==> config.mk <==
export PLATFORM = sky130hd
export DESIGN_NAME = ps2_mouse_decoder
export DESIGN_NICKNAME = d
export VERILOG_FILES = /design/src/rtl/ps2_mouse_decoder.sv
export SDC_FILE = /design/constraint.sdc
export NUM_CORES = 1
export LEC_CHECK = 0
export CORE_UTILIZATION = 55
export CTS_CLUSTER_SIZE = 28
export DETAILED_ROUTE_END_ITERATION = 10
export PLACE_DENSITY = 0.75
export SKIP_CTS_REPAIR_TIMING = 1
export SYNTH_ARGS = -nofsm -noshare
export SYNTH_HDL_FRONTEND = slang
export SYNTH_SLANG_ARGS = --single-unit
==> constraint.sdc <==
create_clock -name clk -period 6 [get_ports clk]
set_clock_uncertainty 0.15 [all_clocks]
set_input_delay 0.9 -clock clk [delete_from_list [all_inputs] [get_ports clk]]
set_output_delay 0.9 -clock clk [all_outputs]
set_load 0.05 [all_outputs]
==> src/rtl/ps2_mouse_decoder.sv <==
// ps2_mouse_decoder
//   Receives the device-driven PS/2 mouse stream and assembles standard
//   3-byte movement packets. The 9-bit two's-complement X/Y deltas are
//   converted to an 8-bit saturated magnitude plus a sign flag. Deltas and
//   sign flags are non-zero only during the single o_valid cycle.
// Ports:
//   clk, arst_n        system clock, asynchronous active-low reset
//   i_ps2_clk          PS/2 clock from device (asynchronous)
//   i_ps2_data         PS/2 data from device (asynchronous)
//   o_mouse_dx/dy      |delta|, saturated to 255, 0 outside o_valid
//   o_is_mouse_dx_neg  X delta sign, 0 outside o_valid
//   o_is_mouse_dy_neg  Y delta sign, 0 outside o_valid
//   o_btn_left/right   button state, held from the last good packet
//   o_valid            one-cycle pulse per decoded packet
//   o_frame_err        one-cycle pulse on framing/parity/sync error
module ps2_mouse_decoder #(
  parameter int unsigned SYNC_STAGES    = 2,
  parameter int unsigned FILTER_LEN     = 4,
  parameter int unsigned TIMEOUT_CYCLES = 50000
) (
  input  logic       clk,
  input  logic       arst_n,
  input  logic       i_ps2_clk,
  input  logic       i_ps2_data,
  output logic [7:0] o_mouse_dx,
  output logic [7:0] o_mouse_dy,
  output logic       o_is_mouse_dx_neg,
  output logic       o_is_mouse_dy_neg,
  output logic       o_btn_left,
  output logic       o_btn_right,
  output logic       o_valid,
  output logic       o_frame_err
);

  localparam int unsigned FW = $clog2(FILTER_LEN + 1);
  localparam int unsigned TW = $clog2(TIMEOUT_CYCLES + 1);

  typedef enum logic [1:0] {S_IDLE, S_DATA, S_PARITY, S_STOP} state_t;

  // Input synchronizers; idle PS/2 lines are high, so reset to 1
  logic [SYNC_STAGES-1:0] clk_sync, data_sync;
  logic ps2_clk_s, ps2_data_s;

  always_ff @(posedge clk or negedge arst_n) begin
    if (!arst_n) begin
      clk_sync  <= '1;
      data_sync <= '1;
    end else begin
      clk_sync  <= {clk_sync[SYNC_STAGES-2:0], i_ps2_clk};
      data_sync <= {data_sync[SYNC_STAGES-2:0], i_ps2_data};
    end
  end

  assign ps2_clk_s  = clk_sync[SYNC_STAGES-1];
  assign ps2_data_s = data_sync[SYNC_STAGES-1];

  // Glitch filter: level flips only after FILTER_LEN consecutive samples
  // that differ from the current filtered level
  logic [FW-1:0] flt_cnt;
  logic          flt_clk, flt_clk_d, sample;

  always_ff @(posedge clk or negedge arst_n) begin
    if (!arst_n) begin
      flt_cnt   <= '0;
      flt_clk   <= 1'b1;
      flt_clk_d <= 1'b1;
    end else begin
      flt_clk_d <= flt_clk;
      if (ps2_clk_s == flt_clk) begin
        flt_cnt <= '0;
      end else if (flt_cnt == FW'(FILTER_LEN - 1)) begin
        flt_clk <= ps2_clk_s;
        flt_cnt <= '0;
      end else begin
        flt_cnt <= flt_cnt + 1'b1;
      end
    end
  end

  assign sample = flt_clk_d & ~flt_clk;

  // Timeout supervision
  state_t        state, state_nxt;
  logic [1:0]    pkt_idx;
  logic [TW-1:0] to_cnt;
  logic          timeout;

  always_ff @(posedge clk or negedge arst_n) begin
    if (!arst_n)                              to_cnt <= '0;
    else if (sample)                          to_cnt <= '0;
    else if (to_cnt != TW'(TIMEOUT_CYCLES))   to_cnt <= to_cnt + 1'b1;
  end

  // A sample event counts as activity, so it is never discarded by timeout
  assign timeout = !sample && (to_cnt == TW'(TIMEOUT_CYCLES)) &&
                   ((state != S_IDLE) || (pkt_idx != 2'd0));

  // Bit FSM
  logic [2:0] bit_cnt;
  logic [7:0] shreg;
  logic       par_bit;
  logic       idle_err, byte_done, byte_err, byte_ok;

  always_ff @(posedge clk or negedge arst_n) begin
    if (!arst_n) state <= S_IDLE;
    else         state <= state_nxt;
  end

  always_comb begin
    state_nxt = state;
    if (timeout) begin
      state_nxt = S_IDLE;
    end else if (sample) begin
      unique case (state)
        S_IDLE:   if (!ps2_data_s) state_nxt = S_DATA;
        S_DATA:   if (bit_cnt == 3'd7) state_nxt = S_PARITY;
        S_PARITY: state_nxt = S_STOP;
        S_STOP:   state_nxt = S_IDLE;
        default:  state_nxt = S_IDLE;
      endcase
    end
  end

  always_comb begin
    byte_ok   = ps2_data_s && (^{shreg, par_bit});
    idle_err  = sample && (state == S_IDLE) && ps2_data_s;
    byte_done = sample && (state == S_STOP) && byte_ok;
    byte_err  = sample && (state == S_STOP) && !byte_ok;
  end

  always_ff @(posedge clk or negedge arst_n) begin
    if (!arst_n) begin
      bit_cnt <= '0;
      shreg   <= '0;
      par_bit <= 1'b0;
    end else if (sample) begin
      unique case (state)
        S_IDLE:   bit_cnt <= '0;
        S_DATA: begin
          shreg   <= {ps2_data_s, shreg[7:1]};
          bit_cnt <= bit_cnt + 1'b1;
        end
        S_PARITY: par_bit <= ps2_data_s;
        default:  ;
      endcase
    end
  end

  // Packet assembly; header keeps {y_ovf, x_ovf, y_sign, x_sign, right, left}
  logic [5:0] hdr;
  logic [7:0] b1;
  logic       sync_err, pkt_done;

  assign sync_err = byte_done && (pkt_idx == 2'd0) && !shreg[3];
  assign pkt_done = byte_done && (pkt_idx == 2'd2);

  always_ff @(posedge clk or negedge arst_n) begin
    if (!arst_n) begin
      pkt_idx <= 2'd0;
      hdr     <= '0;
      b1      <= '0;
    end else if (timeout || byte_err) begin
      pkt_idx <= 2'd0;
    end else if (byte_done) begin
      unique case (pkt_idx)
        2'd0: if (shreg[3]) begin
          hdr     <= {shreg[7:4], shreg[1:0]};
          pkt_idx <= 2'd1;
        end
        2'd1: begin
          b1      <= shreg;
          pkt_idx <= 2'd2;
        end
        default: pkt_idx <= 2'd0;
      endcase
    end
  end

  // Delta decode; byte 2 is still in the shift register when it completes
  logic [8:0] x, y, x_mag, y_mag;
  logic [7:0] dx_sat, dy_sat;

  always_comb begin
    x      = {hdr[2], b1};
    y      = {hdr[3], shreg};
    x_mag  = x[8] ? (9'd0 - x) : x;
    y_mag  = y[8] ? (9'd0 - y) : y;
    dx_sat = (hdr[4] || x_mag[8]) ? 8'hFF : x_mag[7:0];
    dy_sat = (hdr[5] || y_mag[8]) ? 8'hFF : y_mag[7:0];
  end

  always_ff @(posedge clk or negedge arst_n) begin
    if (!arst_n) begin
      o_valid           <= 1'b0;
      o_frame_err       <= 1'b0;
      o_mouse_dx        <= '0;
      o_mouse_dy        <= '0;
      o_is_mouse_dx_neg <= 1'b0;
      o_is_mouse_dy_neg <= 1'b0;
      o_btn_left        <= 1'b0;
      o_btn_right       <= 1'b0;
    end else begin
      o_valid           <= pkt_done;
      o_frame_err       <= idle_err || byte_err || sync_err;
      o_mouse_dx        <= pkt_done ? dx_sat : '0;
      o_mouse_dy        <= pkt_done ? dy_sat : '0;
      o_is_mouse_dx_neg <= pkt_done && x[8];
      o_is_mouse_dy_neg <= pkt_done && y[8];
      if (pkt_done) begin
        o_btn_left  <= hdr[0];
        o_btn_right <= hdr[1];
      end
    end
  end

endmodule

==> results.yml <==
clock_network:
  htree_levels: 3
  cts_num_sinks: 77
  numCtsBuffers: 9
  clk_pin_slew_ns: 0.07
  clockBufferDepth: 2
  cts_tree: "yes"
  root_buffer: "clkbuf_8"
  clock_latency_ns: 0.34
pwr:
  power_density_nw_per_um2: 349.6
  p_total_mw: 1.413
  ir_drop_mv: 0.2020
  power.static_leakage_nw: 1.902
critical_path:
  worstSetupPathType: "reg2reg"
  crit_path_start_kind: "flop"
  path_cells: "inv_1 -> ha_1 -> xor2_1 -> xnor3_2 -> nand4_2 -> mux2_1"
  crit_path_end_kind: "flop"
  cp_max_fo: 21
  slowest_stage: "mux2_1"
  arrival_ns: 2.78
  critPathRequiredTime_ns: 6.08
  r2r_slack_ns: 3.29
  slowest_delay_ns: 0.49
yosys:
  synth_compound_area_frac: 0.07023
  yosys_register_bits: 77
  ys_types: 43
  synth.top_cells.by_count: "dfrtp_1, nor2_1, nand2_1"
  synth_area_leaders: "dfrtp_1, ha_1, dfstp_2"
  yosys.area_share.xor_xnor: 0.08001
  seq_area_frac_synth: 0.5402
  synthSimpleGateAreaFrac: 0.1426
  synthAdderAreaFrac: 0.05241
  synth_area_um2: 3581
  yosys_warnings: 0
  ys_async_sr_fraction: 1.000
  synth_mux_area_frac: 0.07897
  synth_edf_count: 0
  synth_nets: 329
  synth_top_family_by_area: "simple AND/OR/NAND/NOR gates"
  synth_cells: 310
  avgSynthCellArea_um2: 11.55
  synth_top_area_cell: "dfrtp_1"
  synth.top_cell.area_share: 0.4962
  synth-main-ff-cell: "dfrtp_1"
  yosysMostFrequentCell: "dfrtp_1"
sta:
  min_period_over_period: 0.4513
  slew_headroom: 0.3816
  fmax_mhz: 369.3
  finalWorstSetupSlack_ns: 3.292
  final.min_clock_period_ns: 2.708
  setup_violations: 0
  hold_viol: 0
  worst_pin_slew_ns: 0.9276
  rsz0062_at_grt: "false"
  drv_slew: 0
  tns_ns: 0
place:
  dp_slack_ns: 3.247
  portBuffers: 25
  finalWeightedCongestion: 0.7833
  dpl.hpwl_um: 4131
detailed_routing:
  drtIter0Drc: 65
  wl_um: 6040
  ant_nets: 0
  routed-via-count: 2299
  dr.pass1.iters: 4
  drc: 0
  avgRoutedWirePerCell_um: 14.48
  viasPerCell: 5.513
global_routing:
  grt_max_degree: 78
  grt_pass1_wl_um: 10190
  gr-total-overflow: 0
  grt_pass1_vias: 2210
  grt_usage: 0.2036
  antenna_found_initial: 0
finish:
  post-route-util: 0.6401
  diodes: 0
  syn_to_final_growth_pct: 12.86
  drive_gt1_frac: 0.1088
  layout.nets: 356
run_status:
  outcome: "finished, final reports clean"
die:
  ioPinCount: 26
  core_area_um2: 6314
  fp.dieH_um: 82.69
  core.rowCount: 29
  die-area_um2: 6838
  die_width_um: 82.69
  initial_core_util: 0.5672
run:
  drv_cap: 0
worst_hold_path:
  hold_class: "reg2reg"
sequential cells by signal, indices dropped and copies added (netlist names), 2 cells and up:
register    flops
data_sync       2
b1              8
to_cnt         16
o_mouse_dy      8
bit_cnt         3
pkt_idx         2
flt_cnt         3
state           2
clk_sync        2
hdr             6
o_mouse_dx      8
shreg           8
stage by stage:
stage | area [um^2] | hold slack [ns] | std cells
3_5_place_dp | 3876 | 0.1968 | 403
6_report | 4041 | 0.2068 | 417
2_1_floorplan | 3581 | 0.1952 | 310
5_1_grt | 4041 | 0.2094 | 417
3_3_place_gp | 3876 | 0.1962 | 403
4_1_cts | 4041 | 0.2068 | 417
cell type report:
type                       instances  area, um^2
inverter                          19       71.32
multi-input combinational        204        1519
fill                             514        2272
sequential                        77        1934
clock inverter                     2       10.01
tap                               77       96.34
timing repair buffer              26       255.2
clock buffer                      12       155.1
cells in the final DEF (no fill, tap or decap), types with 2 or more instances in the layout:
| cell | count |
|---|---|
| nand2_1 | 20 |
| mux2_4 | 6 |
| o21ai_0 | 11 |
| ha_1 | 15 |
| mux2_2 | 4 |
| nand4_4 | 2 |
| or4_1 | 2 |
| xnor2_1 | 17 |
| nor2_1 | 24 |
| clkinv_2 | 2 |
| buf_4 | 2 |
| nand3b_1 | 3 |
| nor2b_1 | 5 |
| and2_1 | 3 |
| nor3_1 | 6 |
| a21oi_1 | 19 |
| o31ai_1 | 3 |
| mux2_1 | 6 |
| nor4bb_1 | 2 |
| inv_1 | 18 |
| clkbuf_8 | 11 |
| nand4_1 | 6 |
| dfrtp_1 | 71 |
| a211oi_1 | 2 |
| nor4_1 | 7 |
| a32o_1 | 2 |
| mux2i_1 | 8 |
| a31oi_1 | 2 |
| o211ai_1 | 2 |
| xor2_1 | 13 |
| dfstp_2 | 6 |
| clkdlybuf4s50_1 | 24 |
| nand3_1 | 5 |
| or3b_1 | 2 |
path summary, 6_finish.rpt:
path | startpoint | to | depth (start not counted)
worst max-delay path | shreg[3]$_DFFE_PN0P_ | o_btn_left$_DFFE_PN0P_ | 6
worst min-delay path | data_sync[0]$_DFF_PN1_ | data_sync[1]$_DFF_PN1_ | 0
worst max register to register | shreg[3]$_DFFE_PN0P_ | o_btn_left$_DFFE_PN0P_ | 6
worst min register to register | data_sync[0]$_DFF_PN1_ | data_sync[1]$_DFF_PN1_ | 0
max in group asynchronous | arst_n | to_cnt[3]$_DFFE_PN0P_ | 1
min in group asynchronous | arst_n | o_mouse_dy[2]$_DFF_PN0_ | 1
critical path: cells and delay by family, from the launching register on:
kind                       cells  cell delay [ns]
muxes                          1             0.49
buffers and inverters          1             0.12
DFF                            1             0.42
adders and majority gates      1             0.32
xor gates and xnor gates       2             0.62
and+or+nand+nor                1             0.47
metal layers:
| layer | vias up | track usage | wire length [um] |
|---|---|---|---|
| li1 | 1126 | - | - |
| met1 | 1128 | 0.2500 | 2809 |
| met2 | 38 | 0.3385 | 2958 |
| met3 | 7 | 0.05275 | 169 |
| met4 | 0 | 0.08621 | 102 |
| met5 | - | 0 | 0 |
kinds of logic after synthesis:
| logic type | Yosys count |
|---|---|
| compound gates | 42 |
| fa+ha+maj | 15 |
| flops | 77 |
| xor+xnor | 31 |
| mux | 24 |
| simple gates | 92 |
| buf+inv | 29 |
where the power goes:
part	internal [mW]	switching [mW]
clock network	0.167	0.173
registers	0.592	0.0702
logic	0.171	0.240
total	0.930	0.483
No activity file was read; power rests on OpenSTA's default activity.
==> RTL edit, RTL diff (same flow settings) <==
Add an input register stage for `i_ps2_data`, without a reset; this delays it by one clock.
--- a/src/rtl/ps2_mouse_decoder.sv
+++ b/src/rtl/ps2_mouse_decoder.sv
@@ -37,6 +37,12 @@
 
   typedef enum logic [1:0] {S_IDLE, S_DATA, S_PARITY, S_STOP} state_t;
 
+  logic i_ps2_data_q;
+
+  always_ff @(posedge clk) begin
+    i_ps2_data_q <= i_ps2_data;
+  end
+
   // Input synchronizers; idle PS/2 lines are high, so reset to 1
   logic [SYNC_STAGES-1:0] clk_sync, data_sync;
   logic ps2_clk_s, ps2_data_s;
@@ -47,7 +53,7 @@
       data_sync <= '1;
     end else begin
       clk_sync  <= {clk_sync[SYNC_STAGES-2:0], i_ps2_clk};
-      data_sync <= {data_sync[SYNC_STAGES-2:0], i_ps2_data};
+      data_sync <= {data_sync[SYNC_STAGES-2:0], i_ps2_data_q};
     end
   end
 
Function: changed (a bounded check fails within 10 cycles, from zero or initial values and one cycle with arst_n low).
==> RTL edit against the unedited design <==
- setup slack better by 0.17 ns
- critical path depth down 5
- synthesized area up 0.42%
- utilization up 0.14 points
- largest cell class unchanged
- power up 1.3%
- via count up 0.87%
- sequential cell count up 1
- synthesized cell count up 1.9%
- routed wire length up 3.7%
- hold slack worse by 0.061 ns
- final area up 0.22%
- critical endpoint is now o_btn_right
==> RTL edit: results (changes against the unedited design) <==
| Metric | Value |
|---|---|
| Worst IR Drop VDD | 0.233 mV (+15%) |
| RR Startpoint | shreg[3] |
| Most flop-heavy register | to_cnt |
| Cell family with most CP delay | buffers and inverters |
| Critical Path Max Stage Delay | 0.81 ns (+0.32 ns) |
| Fin Hold WS | 0.146 ns (-0.0611 ns) |
| Gp weighted congestion | 0.831 (+6.1%) |
| Relative slew slack | 37.2% (-0.93 points) |
| Sequential share of the synthesized area | 54.3% (+0.33 points) |
| Capture point of the worst reg-to-reg path | o_btn_left |
| Post-Place Worst Slack | 3.53 ns (+0.280 ns) |
| GRT Resource Usage Total | 20.4% (about the same) |
| Root buffer cell | clkbuf_8 |
| Synthesized net count | 335 (+1.8%) |
| Vias | 2,319 (+0.87%) |
| Pin count of the biggest net entering global routing | 78 (unchanged) |
| Status | finished clean |
| Most area-consuming cells after synthesis | dfrtp_1, ha_1, mux2_2 |
| Synth unique cells | 42 (-2.3%) |
| Area after DPL | 3890 sq um (+0.29%) |
| Iter 0 DRT Violations | 108 (+66%) |
| Crit path max fanout | 2 (-90%) |
| Final HPWL DP | 4240 um (+2.6%) |
| First-pass GRT wire length | 11,000 um (+8.3%) |
| Max FFs per register | 16 (unchanged) |
| Crit path DAT | 1.49 ns (-1.29 ns) |
| Vias in the first global route | 2,387 (+8.0%) |
| FFs w/ async S/R, synth | 98.7% (-1.3 points) |
| Share of layout cells above drive strength 1 | 12.7% (+1.8 points) |
| Slowest CP cell | clkdlybuf4s50_1 |
| NumNets Final | 361 (+1.4%) |
| Wirelength, routed | 6270 um (+3.7%) |
| WHS Endpoint | data_sync[0] |
| P_leak | 0.00186 uW (-2.4%) |
| DRT Pass-1 Iters | 4 (unchanged) |
| Top post-synthesis cells by count | dfrtp_1, a21oi_1, nor2_1 |
| # diodes | 0 (unchanged) |
| R2R Setup Slk | 3.56 ns (+0.27 ns) |
| WHS Path Cells | 0 (unchanged) |
| Hold_sp | i_ps2_data_q |
[RTL edit: through the flow]
stage	util (%)	instances	total power, uW
after floorplan	-	316	1010
final	64.1	424	1430
after detailed placement	61.6	408	1110
after global placement	61.6	408	1080
after CTS	64.1	424	1450
after global routing	64.1	424	1530
[RTL edit: how the worst max path moves through the flow]
stage | to | cells past startpoint | start | slack, ns
finish | o_btn_right | 1 | o_btn_right | 3.46
global route | o_btn_left | 1 | o_btn_left | 3.40
CTS | o_mouse_dy[0] | 1 | o_mouse_dy[0] | 3.44
detailed placement | o_btn_right | 6 | shreg[3] | 3.53
global placement | o_btn_left | 6 | shreg[3] | 3.62
floorplan | b1[2] | 6 | shreg[3] | 3.81
[RTL edit: power by group]
part | switching (uW) | total (uW) | leakage (uW) | internal (uW)
Combinational | 249 | 422 | 0.000729 | 174
Clock | 176 | 337 | 0.0000844 | 161
Sequential | 73.5 | 672 | 0.00104 | 599
Total | 498 | 1430 | 0.00186 | 933
[RTL edit: layout make-up]
| cell class | count | area [sq um] |
|---|---|---|
| Fill cell | 496 | 2260 |
| Timing Repair Buffer | 26 | 255 |
| Inverter | 19 | 71.3 |
| Clock inverter | 2 | 10.0 |
| Tap cell | 77 | 96.3 |
| Sequential cell | 78 | 1950 |
| Clock buffer | 14 | 153 |
| Multi-Input combinational cell | 208 | 1510 |
[RTL edit: metal layers]
metal / track usage [%] / part of all wire, % / routed length (um)
met2: 33.2 / 49 / 3070
met5: 0 / 0 / 0
met1: 25.6 / 46 / 2870
met3: 6.06 / 3.4 / 211
met4: 8.15 / 1.9 / 116
[RTL edit: cell families after synthesis]
| group | count (synthesis) | synth area share, % |
|---|---|---|
| XOR/XNOR | 27 | 6.99 |
| AND/OR/NAND/NOR | 92 | 14.6 |
| adder cells (fa/ha/maj) | 15 | 5.22 |
| buffers and inverters | 30 | 3.65 |
| multiplexers | 25 | 7.65 |
| AO/OA/AOI/OAI | 49 | 7.55 |
| flip-flops | 78 | 54.3 |
